**config.mk**
```make
export PLATFORM = sky130hd
export DESIGN_NAME = id_ex_operand_stage
export DESIGN_NICKNAME = d
export VERILOG_FILES = /design/src/rtl/id_ex_operand_stage.sv
export SDC_FILE = /design/constraint.sdc
export NUM_CORES = 1
export LEC_CHECK = 0
export ABC_CLOCK_PERIOD_IN_PS = 2900
export CAP_MARGIN = 20
export CORE_AREA = 2 2 144 146
export CTS_CLUSTER_SIZE = 10
export DETAILED_ROUTE_END_ITERATION = 12
export DIE_AREA = 0 0 146 148
export MAX_ROUTING_LAYER = met4
export PLACE_DENSITY_LB_ADDON = 0.05
export REMOVE_ABC_BUFFERS = 1
export SYNTH_ARGS = -nofsm -noshare
export SYNTH_HDL_FRONTEND = slang
export SYNTH_SLANG_ARGS = --single-unit
```
**constraint.sdc**
```tcl
create_clock -name clk -period 2.9 [get_ports clk]
set_clock_uncertainty 0.15 [all_clocks]
set_input_delay 0.725 -clock clk [delete_from_list [all_inputs] [get_ports clk]]
set_output_delay 0.725 -clock clk [all_outputs]
set_load 0.005 [all_outputs]
```
**src/rtl/id_ex_operand_stage.sv**
```systemverilog
// ID/EX pipeline register with RAW forwarding, load-use bubble insertion and
// ALU operand selection for the EX stage.
module id_ex_operand_stage #(
  parameter int DW  = 32,
  parameter int SCW = 16
) (
  input  logic          clk,
  input  logic          rst_n,
  input  logic          hold,
  input  logic          flush,
  input  logic          id_valid,
  input  logic [4:0]    id_rs,
  input  logic [4:0]    id_rt,
  input  logic [4:0]    id_rd,
  input  logic          id_uses_rs,
  input  logic          id_uses_rt,
  input  logic [DW-1:0] id_rs_data,
  input  logic [DW-1:0] id_rt_data,
  input  logic [DW-1:0] id_imm,
  input  logic [4:0]    id_shamt,
  input  logic [4:0]    id_alu_conf,
  input  logic          id_sign,
  input  logic          id_src1_shamt,
  input  logic          id_src2_imm,
  input  logic          id_mem_read,
  input  logic          id_mem_write,
  input  logic          id_reg_write,
  input  logic          exm_reg_write,
  input  logic          exm_mem_read,
  input  logic [4:0]    exm_rd,
  input  logic [DW-1:0] exm_result,
  input  logic          mwb_reg_write,
  input  logic [4:0]    mwb_rd,
  input  logic [DW-1:0] mwb_data,
  output logic          stall,
  output logic          ex_valid,
  output logic [4:0]    ex_alu_conf,
  output logic          ex_sign,
  output logic [DW-1:0] ex_in1,
  output logic [DW-1:0] ex_in2,
  output logic [DW-1:0] ex_store_data,
  output logic [4:0]    ex_rd,
  output logic          ex_mem_read,
  output logic          ex_mem_write,
  output logic          ex_reg_write,
  output logic [SCW-1:0] stall_cnt
);

  typedef struct packed {
    logic          valid;
    logic [4:0]    rs;
    logic [4:0]    rt;
    logic [4:0]    rd;
    logic [DW-1:0] rs_data;
    logic [DW-1:0] rt_data;
    logic [DW-1:0] imm;
    logic [4:0]    shamt;
    logic [4:0]    alu_conf;
    logic          sign;
    logic          src1_shamt;
    logic          src2_imm;
    logic          mem_read;
    logic          mem_write;
    logic          reg_write;
  } stage_t;

  stage_t         stage_q;
  stage_t         stage_d;
  stage_t         id_fields;
  logic [SCW-1:0] stall_cnt_q;
  logic [SCW-1:0] stall_cnt_d;
  logic           load_use;
  logic           bubble;
  logic [DW-1:0]  fwd_rs;
  logic [DW-1:0]  fwd_rt;

  always_comb begin
    id_fields            = '0;
    id_fields.valid      = id_valid;
    id_fields.rs         = id_rs;
    id_fields.rt         = id_rt;
    id_fields.rd         = id_rd;
    id_fields.rs_data    = id_rs_data;
    id_fields.rt_data    = id_rt_data;
    id_fields.imm        = id_imm;
    id_fields.shamt      = id_shamt;
    id_fields.alu_conf   = id_alu_conf;
    id_fields.sign       = id_sign;
    id_fields.src1_shamt = id_src1_shamt;
    id_fields.src2_imm   = id_src2_imm;
    id_fields.mem_read   = id_mem_read;
    id_fields.mem_write  = id_mem_write;
    id_fields.reg_write  = id_reg_write;
  end

  // A load in EX cannot forward in time, so a dependent ID instruction waits.
  always_comb begin
    load_use = stage_q.valid & stage_q.mem_read & (stage_q.rd != 5'd0) & id_valid &
               ((id_uses_rs & (id_rs == stage_q.rd)) |
                (id_uses_rt & (id_rt == stage_q.rd)));
  end

  assign stall  = load_use & ~flush & ~hold;
  assign bubble = flush | load_use | ~id_valid;

  always_comb begin
    stage_d = stage_q;
    if (!hold) begin
      if (bubble) begin
        stage_d = '0;
      end else begin
        stage_d = id_fields;
      end
    end
  end

  always_comb begin
    stall_cnt_d = stall_cnt_q;
    if (stall && (stall_cnt_q != {SCW{1'b1}})) begin
      stall_cnt_d = stall_cnt_q + 1'b1;
    end
  end

  always_ff @(posedge clk or negedge rst_n) begin
    if (!rst_n) begin
      stage_q     <= '0;
      stall_cnt_q <= '0;
    end else begin
      stage_q     <= stage_d;
      stall_cnt_q <= stall_cnt_d;
    end
  end

  // EX/MEM loads are excluded: their data only exists once they reach MEM/WB.
  always_comb begin
    fwd_rs = stage_q.rs_data;
    if (exm_reg_write && !exm_mem_read && (exm_rd != 5'd0) && (exm_rd == stage_q.rs)) begin
      fwd_rs = exm_result;
    end else if (mwb_reg_write && (mwb_rd != 5'd0) && (mwb_rd == stage_q.rs)) begin
      fwd_rs = mwb_data;
    end
  end

  always_comb begin
    fwd_rt = stage_q.rt_data;
    if (exm_reg_write && !exm_mem_read && (exm_rd != 5'd0) && (exm_rd == stage_q.rt)) begin
      fwd_rt = exm_result;
    end else if (mwb_reg_write && (mwb_rd != 5'd0) && (mwb_rd == stage_q.rt)) begin
      fwd_rt = mwb_data;
    end
  end

  always_comb begin
    ex_in1        = stage_q.src1_shamt ? {{(DW-5){1'b0}}, stage_q.shamt} : fwd_rs;
    ex_in2        = stage_q.src2_imm ? stage_q.imm : fwd_rt;
    ex_store_data = fwd_rt;
  end

  assign ex_valid     = stage_q.valid;
  assign ex_alu_conf  = stage_q.alu_conf;
  assign ex_sign      = stage_q.sign;
  assign ex_rd        = stage_q.rd;
  assign ex_mem_read  = stage_q.mem_read;
  assign ex_mem_write = stage_q.mem_write;
  assign ex_reg_write = stage_q.reg_write;
  assign stall_cnt    = stall_cnt_q;

endmodule

```
==> results of run 1 <==
[worst paths after layout]
| kind | start | to | slack (ns) | depth (start not counted) |
|---|---|---|---|---|
| min in group clk | stall_cnt[6] | stall_cnt[6] | 0.34 | 1 |
| worst max-delay path | mwb_rd[3] | ex_in1[24] | -0.79 | 10 |
| worst max register to register | ex_rd[2] | stage_q[42] | 0.31 | 9 |
| max in group asynchronous | rst_n | stage_q[64] | 1.79 | 2 |
| worst min register to register | stall_cnt[6] | stall_cnt[6] | 0.34 | 1 |
| worst min-delay path | rst_n | stage_q[13] | 0.10 | 1 |
[flip-flops by register name, summed over array words and instances (netlist names)]
name,count
ex_alu_conf,5
ex_mem_read,1
ex_mem_write,1
ex_rd,5
ex_reg_write,1
ex_sign,1
ex_valid,1
stage_q,113
stall_cnt,16
[synthesized netlist by cell type (all sizes together)]
library cell	n	area share
buf	41	0.036
nand4	4	0.0033
mux2	34	0.051
mux2i	32	0.043
or4	2	0.0020
a31oi	32	0.027
xnor2	18	0.021
o22ai	1	0.00083
nand3b	1	0.0010
inv	1	0.00050
clkbuf	29	0.014
nor3	8	0.0053
and3b	1	0.0012
a22o	127	0.15
nand3	8	0.0053
and4	1	0.0012
nand2b	1	0.00083
o211ai	1	0.0010
and3	9	0.0075
nor4	1	0.00083
nor3b	1	0.0010
a211oi	32	0.032
dfrtp	144	0.48
nand2	73	0.036
a21oi	2	0.0013
o21a	1	0.0010
ha	1	0.0017
nor2	73	0.036
a21o	6	0.0060
xor2	26	0.030
nor2b	3	0.0025
[routing by layer]
layer  vias to the layer above  global-route usage
li1                       3518                   -
met1                      3899               0.361
met2                       317               0.481
met3                        56              0.0694
met4                         0               0.105
met5                         -                   -
[power breakdown]
part,internal [mW],total [mW],leakage (nW),switching (mW)
registers,2.11,2.19,1.94,0.0832
clock network,1.21,2.18,0.286,0.973
logic,0.807,1.30,4.44,0.496
[stage by stage]
step / instance area [um^2] / setup TNS (ns)
6_report: 14600 / -49.45
3_5_place_dp: 11700 / -119.09
2_1_floorplan: 7130 / -473.53
3_3_place_gp: 11700 / -117.27
5_1_grt: 14600 / -53.50
4_1_cts: 14000 / -52.83
[final cells by class]
class,count,area [um^2],area share
clock inverters,15,148,0.0101
flip-flops and latches,144,3610,0.248
repair buffers,491,5220,0.359
diodes,2,5.00,0.000344
clock buffers,17,425,0.0292
inverters,1,3.75,0.000258
multi-input cells,499,4810,0.330
well taps,270,338,0.0232
[cell families after synthesis]
logic type	share of synthesized area
AOI/OAI and AO/OA	0.217
and+or+nand+nor	0.105
DFF	0.480
buffers and inverters	0.0515
muxes	0.0937
xor gates and xnor gates	0.0513
adders and majority gates	0.00167
[repair_timing]
action,CTS,global route
endpoints found under the setup margin,97,97
pin swaps,88,56
gates cloned,14,1
hold buffers,0,0
gates resized for setup,685,149
setup buffers,50,28
==> reports/qor.txt, run 1 <==
PLACED DESIGN
----------------------------------------------------------------------------------
Detailed Place HPWL                                                       18900 um
Final Wtd Congestion                                                         0.809
Pre-CTS setup slack                                                       -1.33 ns
Number of placed cells counting well taps                                     1337
Port-buffer cells                                                              338

GRT
----------------------------------------------------------------------------------
Overflow left after global routing                                               0
Total routing usage reported by global routing                               0.295
Antenna violations before repair                                                 2
Via count of the first global-routing pass                                    8074
Largest net degree at the start of global routing                              129
Wire length of the first global-routing pass                              47600 um

MIN PATH
----------------------------------------------------------------------------------
Path type of the worst min-delay path                                     in2async

LAYOUT
----------------------------------------------------------------------------------
Cell Count, Final, Fillers Out                                                1439
Utilization after layout                                                     0.727
Layout overhead on the synthesized area                                      94.0%
Most common cell after layout, fill and taps aside                    sky130_fd_sc_hd__clkdlybuf4s50_1
Filler cells                                                                  1424
Share of final-layout standard cells stronger than drive strength 1          0.404
Nets                                                                          1366
Most frequent cells in the layout                                     sky130_fd_sc_hd__clkdlybuf4s50_1, sky130_fd_sc_hd__dfrtp_1, sky130_fd_sc_hd__a22o_1

TIMING
----------------------------------------------------------------------------------
Number of hold-slack violations in the final timing report                       0
Final worst hold slack                                                    0.102 ns
Tightest Pin Transition                                                   0.622 ns
Number of setup violations in the final report                                  96
Max_slew headroom                                                            0.585
Max Fclk                                                                   271 MHz
Final critical path time including I/O delays and setup                    3.69 ns
Fin worst setup slack                                                    -0.788 ns
Final worst path period share                                                 1.27
Final max-slew violation count                                                   0
RSZ-0062 raised after global routing                                           yes

WORST SETUP PATH
----------------------------------------------------------------------------------
Required time reported for the critical path endpoint                      2.03 ns
CP max-delay cell                                                     sky130_fd_sc_hd__or4_4
Highest net fanout along the worst path                                          5
Delay contributed by the slowest stage of the critical path                0.53 ns
Count of buffer and inverter cells on the critical path                          5
Cell family with the largest share of critical-path delay             simple AND/OR/NAND/NOR gates
Classification of the worst setup path                                      in2out
Worst Setup Start Kind                                                primary input
Cell type with the highest occurrence count on the critical path      sky130_fd_sc_hd__buf_12
Data arrival time of the critical path                                     2.81 ns
Kind of end point of the critical path                                 output port
CP Cell Sequence                                                      buf_6 > or4_4 > o21a_4 > and3_4 > buf_12 > buf_12 > buf_12 > mux2i_1 > a211oi_1 > buf_2

ROUTE
----------------------------------------------------------------------------------
Detail Route Antenna Nets                                                        0
Pre-Repair DR Iteration Count                                                    5
Final Routed Wirelength                                                   32200 um
Routed met2 length                                                        16000 um
Wl on met1                                                                13300 um
Highest routed metal layer                                                    met4
Routed wire per std cell                                                   22.4 um
DRC violations left                                                              0
Initial DRC Count                                                              379
Detail Route met3 WL                                                       2050 um
Via density                                                                   5.41
Overall via count from detail_route                                           7790

FLOORPLANNING
----------------------------------------------------------------------------------
Die height                                                                  148 um
Starting density of the core                                                 0.375
Std-Cell Rows                                                                   52
Die span in x                                                               146 um
IO Count                                                                       339
Total Die Area                                                         0.0216 mm^2
Core Area                                                              0.0200 mm^2

OUTCOME
----------------------------------------------------------------------------------
Violated checks                                                       negative setup slack
Run status                                                            complete, but fails checks

LOGIC SYNTHESIS
----------------------------------------------------------------------------------
Count of distinct cell types in the synthesized netlist                         34
Yosys warning count                                                              0
Proportion of synthesized chip area in sequential cells                      0.480
Mapped Avg Cell Area                                                     10.5 um^2
Flip-flop and latch count after synthesis                                      144
Number of standard cells after synthesis                                       714
Cell area after technology mapping                                    0.00751 mm^2

POWER
----------------------------------------------------------------------------------
Overall Power                                                              5.68 mW
Leak                                                                       6.66 nW
Peak supply drop                                                          0.326 mV
Cell area power density                                                390 mW/mm^2

CTS
----------------------------------------------------------------------------------
Clock Pin Slew Worst Setup and Hold Paths                                  0.07 ns
Number of sinks handled by clock tree synthesis                                144
CTS root buf                                                          sky130_fd_sc_hd__clkbuf_16
Worst skew pair latency                                                    0.42 ns
Count of H-tree levels built during CTS                                          4
Total CTS buffers                                                               17
Clock buffer depth                                                               2
CTS tree                                                                     built

RUN
----------------------------------------------------------------------------------
Max-cap check violation count                                                    0

(Power assumes the default switching activity.)
==> run 2: changes to the inputs <==
- CORE_AREA: 2 2 144 146 -> 2 2 134 136
- DIE_AREA: 0 0 146 148 -> 0 0 136 138
- DONT_BUFFER_PORTS: default -> 1
==> run 2 against run 1 <==
The flow finishes with violations (negative hold slack, negative setup slack). Non-clock buffer count is 412 lower. Maximum frequency grew 14%. Total power fell by 14%.
==> reports/qor.txt, run 2 (synthesized netlist as in run 1, its figures left out) <==
GRT
----------------------------------------------------------------------------------
Wire length of the first global-routing pass                              34900 um   -27%
Largest net degree at the start of global routing                              145   +12%
Total routing usage reported by global routing                               0.247   -0.0488
Overflow left after global routing                                               0   unchanged
Antenna violations before repair                                                 0   -2
Via count of the first global-routing pass                                    6095   -25%

TIMING
----------------------------------------------------------------------------------
Number of setup violations in the final report                                  96   unchanged
Final max-slew violation count                                                   0   unchanged
Tightest Pin Transition                                                   0.838 ns   +0.216 ns
Fin worst setup slack                                                    -0.330 ns   +0.459 ns
Final worst hold slack                                                   -0.150 ns   -0.252 ns
Final worst path period share                                                 1.11   -0.158
Number of hold-slack violations in the final timing report                     144   +144
RSZ-0062 raised after global routing                                           yes
Final critical path time including I/O delays and setup                    3.23 ns   -0.459 ns
Max Fclk                                                                   310 MHz   +14%
Max_slew headroom                                                            0.441   -0.144

CTS
----------------------------------------------------------------------------------
Clock Pin Slew Worst Setup and Hold Paths                                  0.06 ns   about the same
Count of H-tree levels built during CTS                                          4   unchanged
Number of sinks handled by clock tree synthesis                                144   unchanged
Worst skew pair latency                                                    0.42 ns   about the same
Clock buffer depth                                                               2   unchanged
CTS tree                                                                     built
Total CTS buffers                                                               17   unchanged
CTS root buf                                                          sky130_fd_sc_hd__clkbuf_16

FLOORPLANNING
----------------------------------------------------------------------------------
Total Die Area                                                         0.0188 mm^2   -13%
Die span in x                                                               136 um   -6.8%
IO Count                                                                       339   unchanged
Std-Cell Rows                                                                   49   -5.8%
Core Area                                                              0.0175 mm^2   -13%
Starting density of the core                                                 0.428   +0.0535
Die height                                                                  138 um   -6.8%

POWER
----------------------------------------------------------------------------------
Overall Power                                                              4.88 mW   -14%
Reg power frac                                                               0.449   +0.063
Combinational fraction of design power                                       0.109   -0.120
Proportion of power drawn by the clock network                               0.442   +0.057
Cell area power density                                                525 mW/mm^2   +35%
Peak supply drop                                                          0.402 mV   +23%
Net load switching power                                                   1.26 mW   -19%
Leak                                                                       4.19 nW   -37%
Switching Fraction                                                           0.258   -0.0153
Cell-internal power                                                        3.62 mW   -12%

LAYOUT
----------------------------------------------------------------------------------
Filler cells                                                                  1574   +11%
Largest reg by FF count                                                    stage_q
Number of antenna diodes                                                         0   -2
Layout overhead on the synthesized area                                      23.9%
Sequential standard cell area                                         0.00360 mm^2   -0.10%
Multi-input gate area in the final layout                             0.00401 mm^2   -17%
Most frequent cells in the layout                                     sky130_fd_sc_hd__dfrtp_1, sky130_fd_sc_hd__a22o_1, sky130_fd_sc_hd__nor2_1
Post-route cell area                                                  0.00930 mm^2   -36%
Most common cell after layout, fill and taps aside                    sky130_fd_sc_hd__dfrtp_1
Nets                                                                           954   -30%
Share of final-layout standard cells stronger than drive strength 1          0.299   -0.105
Flip-flop count of the largest register, all copies and words added            113   unchanged

PLACED DESIGN
----------------------------------------------------------------------------------
Final Wtd Congestion                                                         0.857   +6.0%
Pre-CTS setup slack                                                      -0.406 ns   +0.926 ns
Port-buffer cells                                                                0   -100%
Detailed Place HPWL                                                       15900 um   -16%
Placement-stage cell area                                             0.00807 mm^2   -31%

WORST SETUP PATH
----------------------------------------------------------------------------------
Data arrival time of the critical path                                     2.35 ns   -0.46 ns
Classification of the worst setup path                                      in2out
Highest net fanout along the worst path                                         11   +6
Required time reported for the critical path endpoint                      2.03 ns   about the same
Worst Setup Start Kind                                                primary input
Kind of end point of the critical path                                 output port

ROUTE
----------------------------------------------------------------------------------
Routed met2 length                                                        12000 um   -25%
Detail Route met3 WL                                                       2000 um   -2.8%
Routed wire per std cell                                                   24.1 um   +7.8%
Wl on met1                                                                 9230 um   -30%
Initial DRC Count                                                              296   -22%
DRC violations left                                                              0   unchanged
Pre-Repair DR Iteration Count                                                    5   unchanged
Detail Route Antenna Nets                                                        0   unchanged
Overall via count from detail_route                                           5961   -23%
Via density                                                                   6.06   +12%
Final Routed Wirelength                                                   23800 um   -26%
Highest routed metal layer                                                    met4

MIN PATH
----------------------------------------------------------------------------------
Path type of the worst min-delay path                                     in2async

OUTCOME
----------------------------------------------------------------------------------
Violated checks                                                       negative hold slack, negative setup slack
Run status                                                            complete, but fails checks

RUN
----------------------------------------------------------------------------------
Max-cap check violation count                                                    0   unchanged

run 2: cell types whose count changed in the layout (fill, tap and decap cells not counted), moves of 19 or more:
cell	previous run	this run
sky130_fd_sc_hd__buf_6	102	2
sky130_fd_sc_hd__nor2_1	50	69
sky130_fd_sc_hd__clkdlybuf4s50_1	217	0
sky130_fd_sc_hd__nand2_4	55	0
sky130_fd_sc_hd__buf_2	41	0
sky130_fd_sc_hd__a31oi_4	32	6
sky130_fd_sc_hd__buf_12	36	15
sky130_fd_sc_hd__nand2_1	12	57
run 2: power groups by stage:
| stage | sequential (mW) | combinational [mW] | clock [mW] |
|---|---|---|---|
| after floorplan | 2.20 | 0.307 | 0 |
| final | 2.19 | 0.530 | 2.16 |
| after detailed placement | 2.23 | 0.458 | 0 |
| after CTS | 2.19 | 0.497 | 2.21 |
| after global routing | 2.20 | 0.572 | 2.31 |
| after global placement | 2.22 | 0.451 | 0 |
run 2: layer usage:
layer / up-vias / track usage
met5: - / -
met4: 0 / 0.0779
met3: 38 / 0.0755
met2: 242 / 0.411
met1: 3009 / 0.283
li1: 2672 / -
run 2: timing repair:
action,4_1_cts,5_1_grt
hold endpoints to repair,144,144
setup endpoints to repair,96,96
cloned,0,3
resized for setup,57,43
pin swaps,29,12
buffers inserted,1,15
run 2: metrics by stage:
step	cells	util	TNS [ns]
detailed placement	933	0.460	-28.07
global route	984	0.530	-29.03
CTS	966	0.510	-24.38
global placement	933	0.460	-29.04
finish	984	0.530	-24.05
floorplan	644	-	-473.53
run 2: worst paths after layout:
kind                        startpoint  slack (ns)           to  depth (start not counted)
hold reg to reg            stage_q[20]        0.35  stage_q[20]                          1
setup / recovery             mwb_rd[1]       -0.33   ex_in2[17]                          7
max in group asynchronous        rst_n        2.42   stage_q[3]                          0
hold / removal                   rst_n       -0.15  stage_q[15]                          0
setup reg to reg              ex_rd[1]        0.31  stage_q[17]                          7
min in group clk            id_imm[20]        0.28  stage_q[36]                          1
run 2: final cells by class:
class,instances,area share
clock buffers,17,0.0457
clock inverters,15,0.0163
inverters,1,0.000404
multi-input cells,499,0.431
flip-flops and latches,144,0.388
well taps,229,0.0308
repair buffers,79,0.0885
run 2: critical path, cell delays in order:
cell,delay (ns)
sky130_fd_sc_hd__or4_4,0.51
sky130_fd_sc_hd__o21a_4,0.24
sky130_fd_sc_hd__and3_4,0.21
sky130_fd_sc_hd__buf_12,0.16
sky130_fd_sc_hd__nand2_2,0.09
sky130_fd_sc_hd__a31oi_4,0.10
sky130_fd_sc_hd__mux2_2,0.29
==> run 3: changes to the inputs <==
- CTS_BUF_LIST: default -> sky130_fd_sc_hd__clkbuf_2 sky130_fd_sc_hd__clkbuf_4 sky130_fd_sc_hd__clkbuf_8
==> run 3 against run 2 <==
The flow still finishes with violations (negative hold slack, negative setup slack). Total power is 9.4% lower. Cell count is 1.0% higher. Wire length is 5.3% higher. Critical path depth stayed put. Global-route usage is 0.064 points lower. Flip-flop and latch count stayed put. Maximum frequency is 1.9% lower. Sequential power hardly changed. Sequential share of layout area is 2.9 points lower. Largest power group unchanged. Register-to-register slack better by 0.02 ns.
==> reports/qor.txt, run 3 (synthesized netlist as in run 1, its figures left out) <==
LAYOUT
----------------------------------------------------------------------------------
Utilization after layout                                                     0.574   +0.0439
Number of antenna diodes                                                         0   unchanged
Most common cell after layout, fill and taps aside                    sky130_fd_sc_hd__dfrtp_1
Largest reg by FF count                                                    stage_q
Flip-flop count of the largest register, all copies and words added            113   unchanged
Post-route cell area                                                   0.0101 mm^2   +8.3%
Layout overhead on the synthesized area                                      34.1%
Share of final-layout standard cells stronger than drive strength 1          0.410   +0.111
Cell Count, Final, Fillers Out                                                 994   +1.0%
Most frequent cells in the layout                                     sky130_fd_sc_hd__dfrtp_1, sky130_fd_sc_hd__a22o_1, sky130_fd_sc_hd__nor2_1
Nets                                                                           964   +1.0%

TIMING
----------------------------------------------------------------------------------
Fin worst setup slack                                                    -0.393 ns   -0.0631 ns
Max_slew headroom                                                            0.410   -0.0314
Final max-slew violation count                                                   0   unchanged
Number of hold-slack violations in the final timing report                     144   unchanged
RSZ-0062 raised after global routing                                           yes
Max Fclk                                                                   304 MHz   -1.9%
Final worst hold slack                                                   -0.191 ns   -0.0409 ns
Total Negative Setup Slacks                                              -29.84 ns   -5.80 ns
Tightest Pin Transition                                                   0.885 ns   +0.0471 ns
Final critical path time including I/O delays and setup                    3.29 ns   +0.0631 ns
Number of setup violations in the final report                                  96   unchanged
Final worst path period share                                                 1.14   +0.0217

POWER
----------------------------------------------------------------------------------
Cell area power density                                                439 mW/mm^2   -16%
Leak                                                                       4.47 nW   +6.6%
Reg power frac                                                               0.498   +0.049
Proportion of power drawn by the clock network                               0.360   -0.082
Switching Fraction                                                           0.281   +0.0226
Combinational fraction of design power                                       0.142   +0.033
Cell-internal power                                                        3.18 mW   -12%
Net load switching power                                                   1.24 mW   -1.4%
Peak supply drop                                                          0.282 mV   -30%

GRT
----------------------------------------------------------------------------------
Overflow left after global routing                                               0   unchanged
Via count of the first global-routing pass                                    6079   -0.26%
Wire length of the first global-routing pass                              34700 um   -0.32%
Antenna violations before repair                                                 0   unchanged
Total routing usage reported by global routing                               0.246   -0.000638
Largest net degree at the start of global routing                              145   unchanged

OUTCOME
----------------------------------------------------------------------------------
Violated checks                                                       negative hold slack, negative setup slack
Run status                                                            complete, but fails checks

ROUTE
----------------------------------------------------------------------------------
Overall via count from detail_route                                           6049   +1.5%
Routed wire per std cell                                                   25.2 um   +4.3%
Via density                                                                   6.09   +0.46%
Pre-Repair DR Iteration Count                                                    4   -1
Detail Route Antenna Nets                                                        0   unchanged
Final Routed Wirelength                                                   25000 um   +5.3%
DRC violations left                                                              0   unchanged
Initial DRC Count                                                              291   -1.7%

FLOORPLANNING
----------------------------------------------------------------------------------
Die span in x                                                               136 um   unchanged
Starting density of the core                                                 0.428   unchanged
IO Count                                                                       339   unchanged
Core Area                                                              0.0175 mm^2   unchanged
Die height                                                                  138 um   unchanged
Total Die Area                                                         0.0188 mm^2   unchanged
Std-Cell Rows                                                                   49   unchanged

PLACED DESIGN
----------------------------------------------------------------------------------
Placement-stage cell area                                             0.00807 mm^2   unchanged
Final Wtd Congestion                                                         0.857   unchanged
Port-buffer cells                                                                0   unchanged
Detailed Place HPWL                                                       15900 um   unchanged
Number of placed cells counting well taps                                      933   unchanged

CTS
----------------------------------------------------------------------------------
Worst skew pair latency                                                    0.45 ns   +0.03 ns
Number of sinks handled by clock tree synthesis                                144   unchanged
Clock Pin Slew Worst Setup and Hold Paths                                  0.09 ns   +0.03 ns
CTS root buf                                                          sky130_fd_sc_hd__clkbuf_8
Count of H-tree levels built during CTS                                          4   unchanged
CTS tree                                                                     built
Clock buffer depth                                                               2   unchanged
Total CTS buffers                                                               17   unchanged

WORST SETUP PATH
----------------------------------------------------------------------------------
Origin of the worst setup path                                           mwb_rd[1]
Beginning of the worst register-to-register path                          ex_rd[2]
Kind of end point of the critical path                                 output port
Classification of the worst setup path                                      in2out
Required time reported for the critical path endpoint                      2.03 ns   about the same
Data arrival time of the critical path                                     2.42 ns   +0.07 ns
Worst R2R Setup Slack                                                      0.33 ns   +0.02 ns
Highest net fanout along the worst path                                          6   -5
Worst R2R Path Depth                                                             7   unchanged
Worst Setup Start Kind                                                primary input
R2R Path End                                                           stage_q[17]

MIN PATH
----------------------------------------------------------------------------------
Path type of the worst min-delay path                                     in2async

RUN
----------------------------------------------------------------------------------
Max-cap check violation count                                                    0   unchanged

[run 3: changes by cell type in the layout (fill, tap and decap cells not counted), moves of 13 or more]
cell                        change
sky130_fd_sc_hd__nand2_4       +46
sky130_fd_sc_hd__nand2_1       -45
sky130_fd_sc_hd__a31oi_4       +22
sky130_fd_sc_hd__buf_6         +19
sky130_fd_sc_hd__nor2_1        -19
sky130_fd_sc_hd__nor2_2        +18
sky130_fd_sc_hd__clkbuf_8      +17
sky130_fd_sc_hd__buf_4         -15
sky130_fd_sc_hd__mux2_2        -15
sky130_fd_sc_hd__mux2_4        +15
sky130_fd_sc_hd__a31oi_2       -13
sky130_fd_sc_hd__clkbuf_16     -13
[run 3: critical path, cell delays in order]
cell and delay [ns]:
sky130_fd_sc_hd__or4_4 0.51, sky130_fd_sc_hd__o21a_4 0.25, sky130_fd_sc_hd__and3_4 0.25, sky130_fd_sc_hd__clkbuf_16 0.20, sky130_fd_sc_hd__nand2_4 0.07, sky130_fd_sc_hd__a31oi_4 0.10
sky130_fd_sc_hd__mux2_4 0.30
[run 3: area by class of cell]
| class | instances | area [um^2] |
|---|---|---|
| clock buffer | 17 | 234 |
| fill | 1465 | 7460 |
| clock inverter | 15 | 151 |
| tap | 229 | 287 |
| inverter | 1 | 3.75 |
| sequential | 144 | 3610 |
| multi-input combinational | 499 | 4730 |
| timing repair buffer | 89 | 1060 |
[run 3: power by group through the flow]
stage / clock [mW] / sequential [mW] / combinational [mW]
2_1_floorplan: 0 / 2.20 / 0.307
3_3_place_gp: 0 / 2.22 / 0.451
3_5_place_dp: 0 / 2.23 / 0.458
4_1_cts: 1.63 / 2.19 / 0.495
5_1_grt: 1.73 / 2.21 / 0.671
6_report: 1.59 / 2.20 / 0.628
[run 3: worst max path at each step]
| stage | endpoint | slack (ns) | depth (start not counted) |
|---|---|---|---|
| after floorplan | ex_alu_conf[0] | -2.92 | 5 |
| after global placement | ex_in1[17] | -0.41 | 6 |
| after detailed placement | ex_in1[5] | -0.41 | 7 |
| after CTS | ex_in1[4] | -0.34 | 7 |
| after global routing | ex_in1[2] | -0.49 | 7 |
| final | ex_in2[20] | -0.39 | 7 |
[run 3: timing repair]
item / 4_1_cts / 5_1_grt
pin swaps: 19 / 69
cloned: 0 / 8
gates resized for setup: 48 / 240
endpoints found under the setup margin: 96 / 97
setup buffers: 6 / 15
hold endpoints to repair: 144 / 144
[run 3: per-stage QoR]
stage	hold WS, ns	setup slack [ns]	power [mW]
detailed placement	0.283	-0.406	2.68
global placement	0.283	-0.415	2.67
CTS	-0.225	-0.344	4.31
global route	-0.233	-0.486	4.62
floorplan	0.279	-2.92	2.51
finish	-0.191	-0.393	4.42
[run 3: metal layers]
metal,share of wire,up-vias,track usage
met3,0.081,37,0.0763
met5,0,-,-
met2,0.51,252,0.410
met4,0.020,0,0.0724
li1,-,2695,-
met1,0.39,3065,0.284
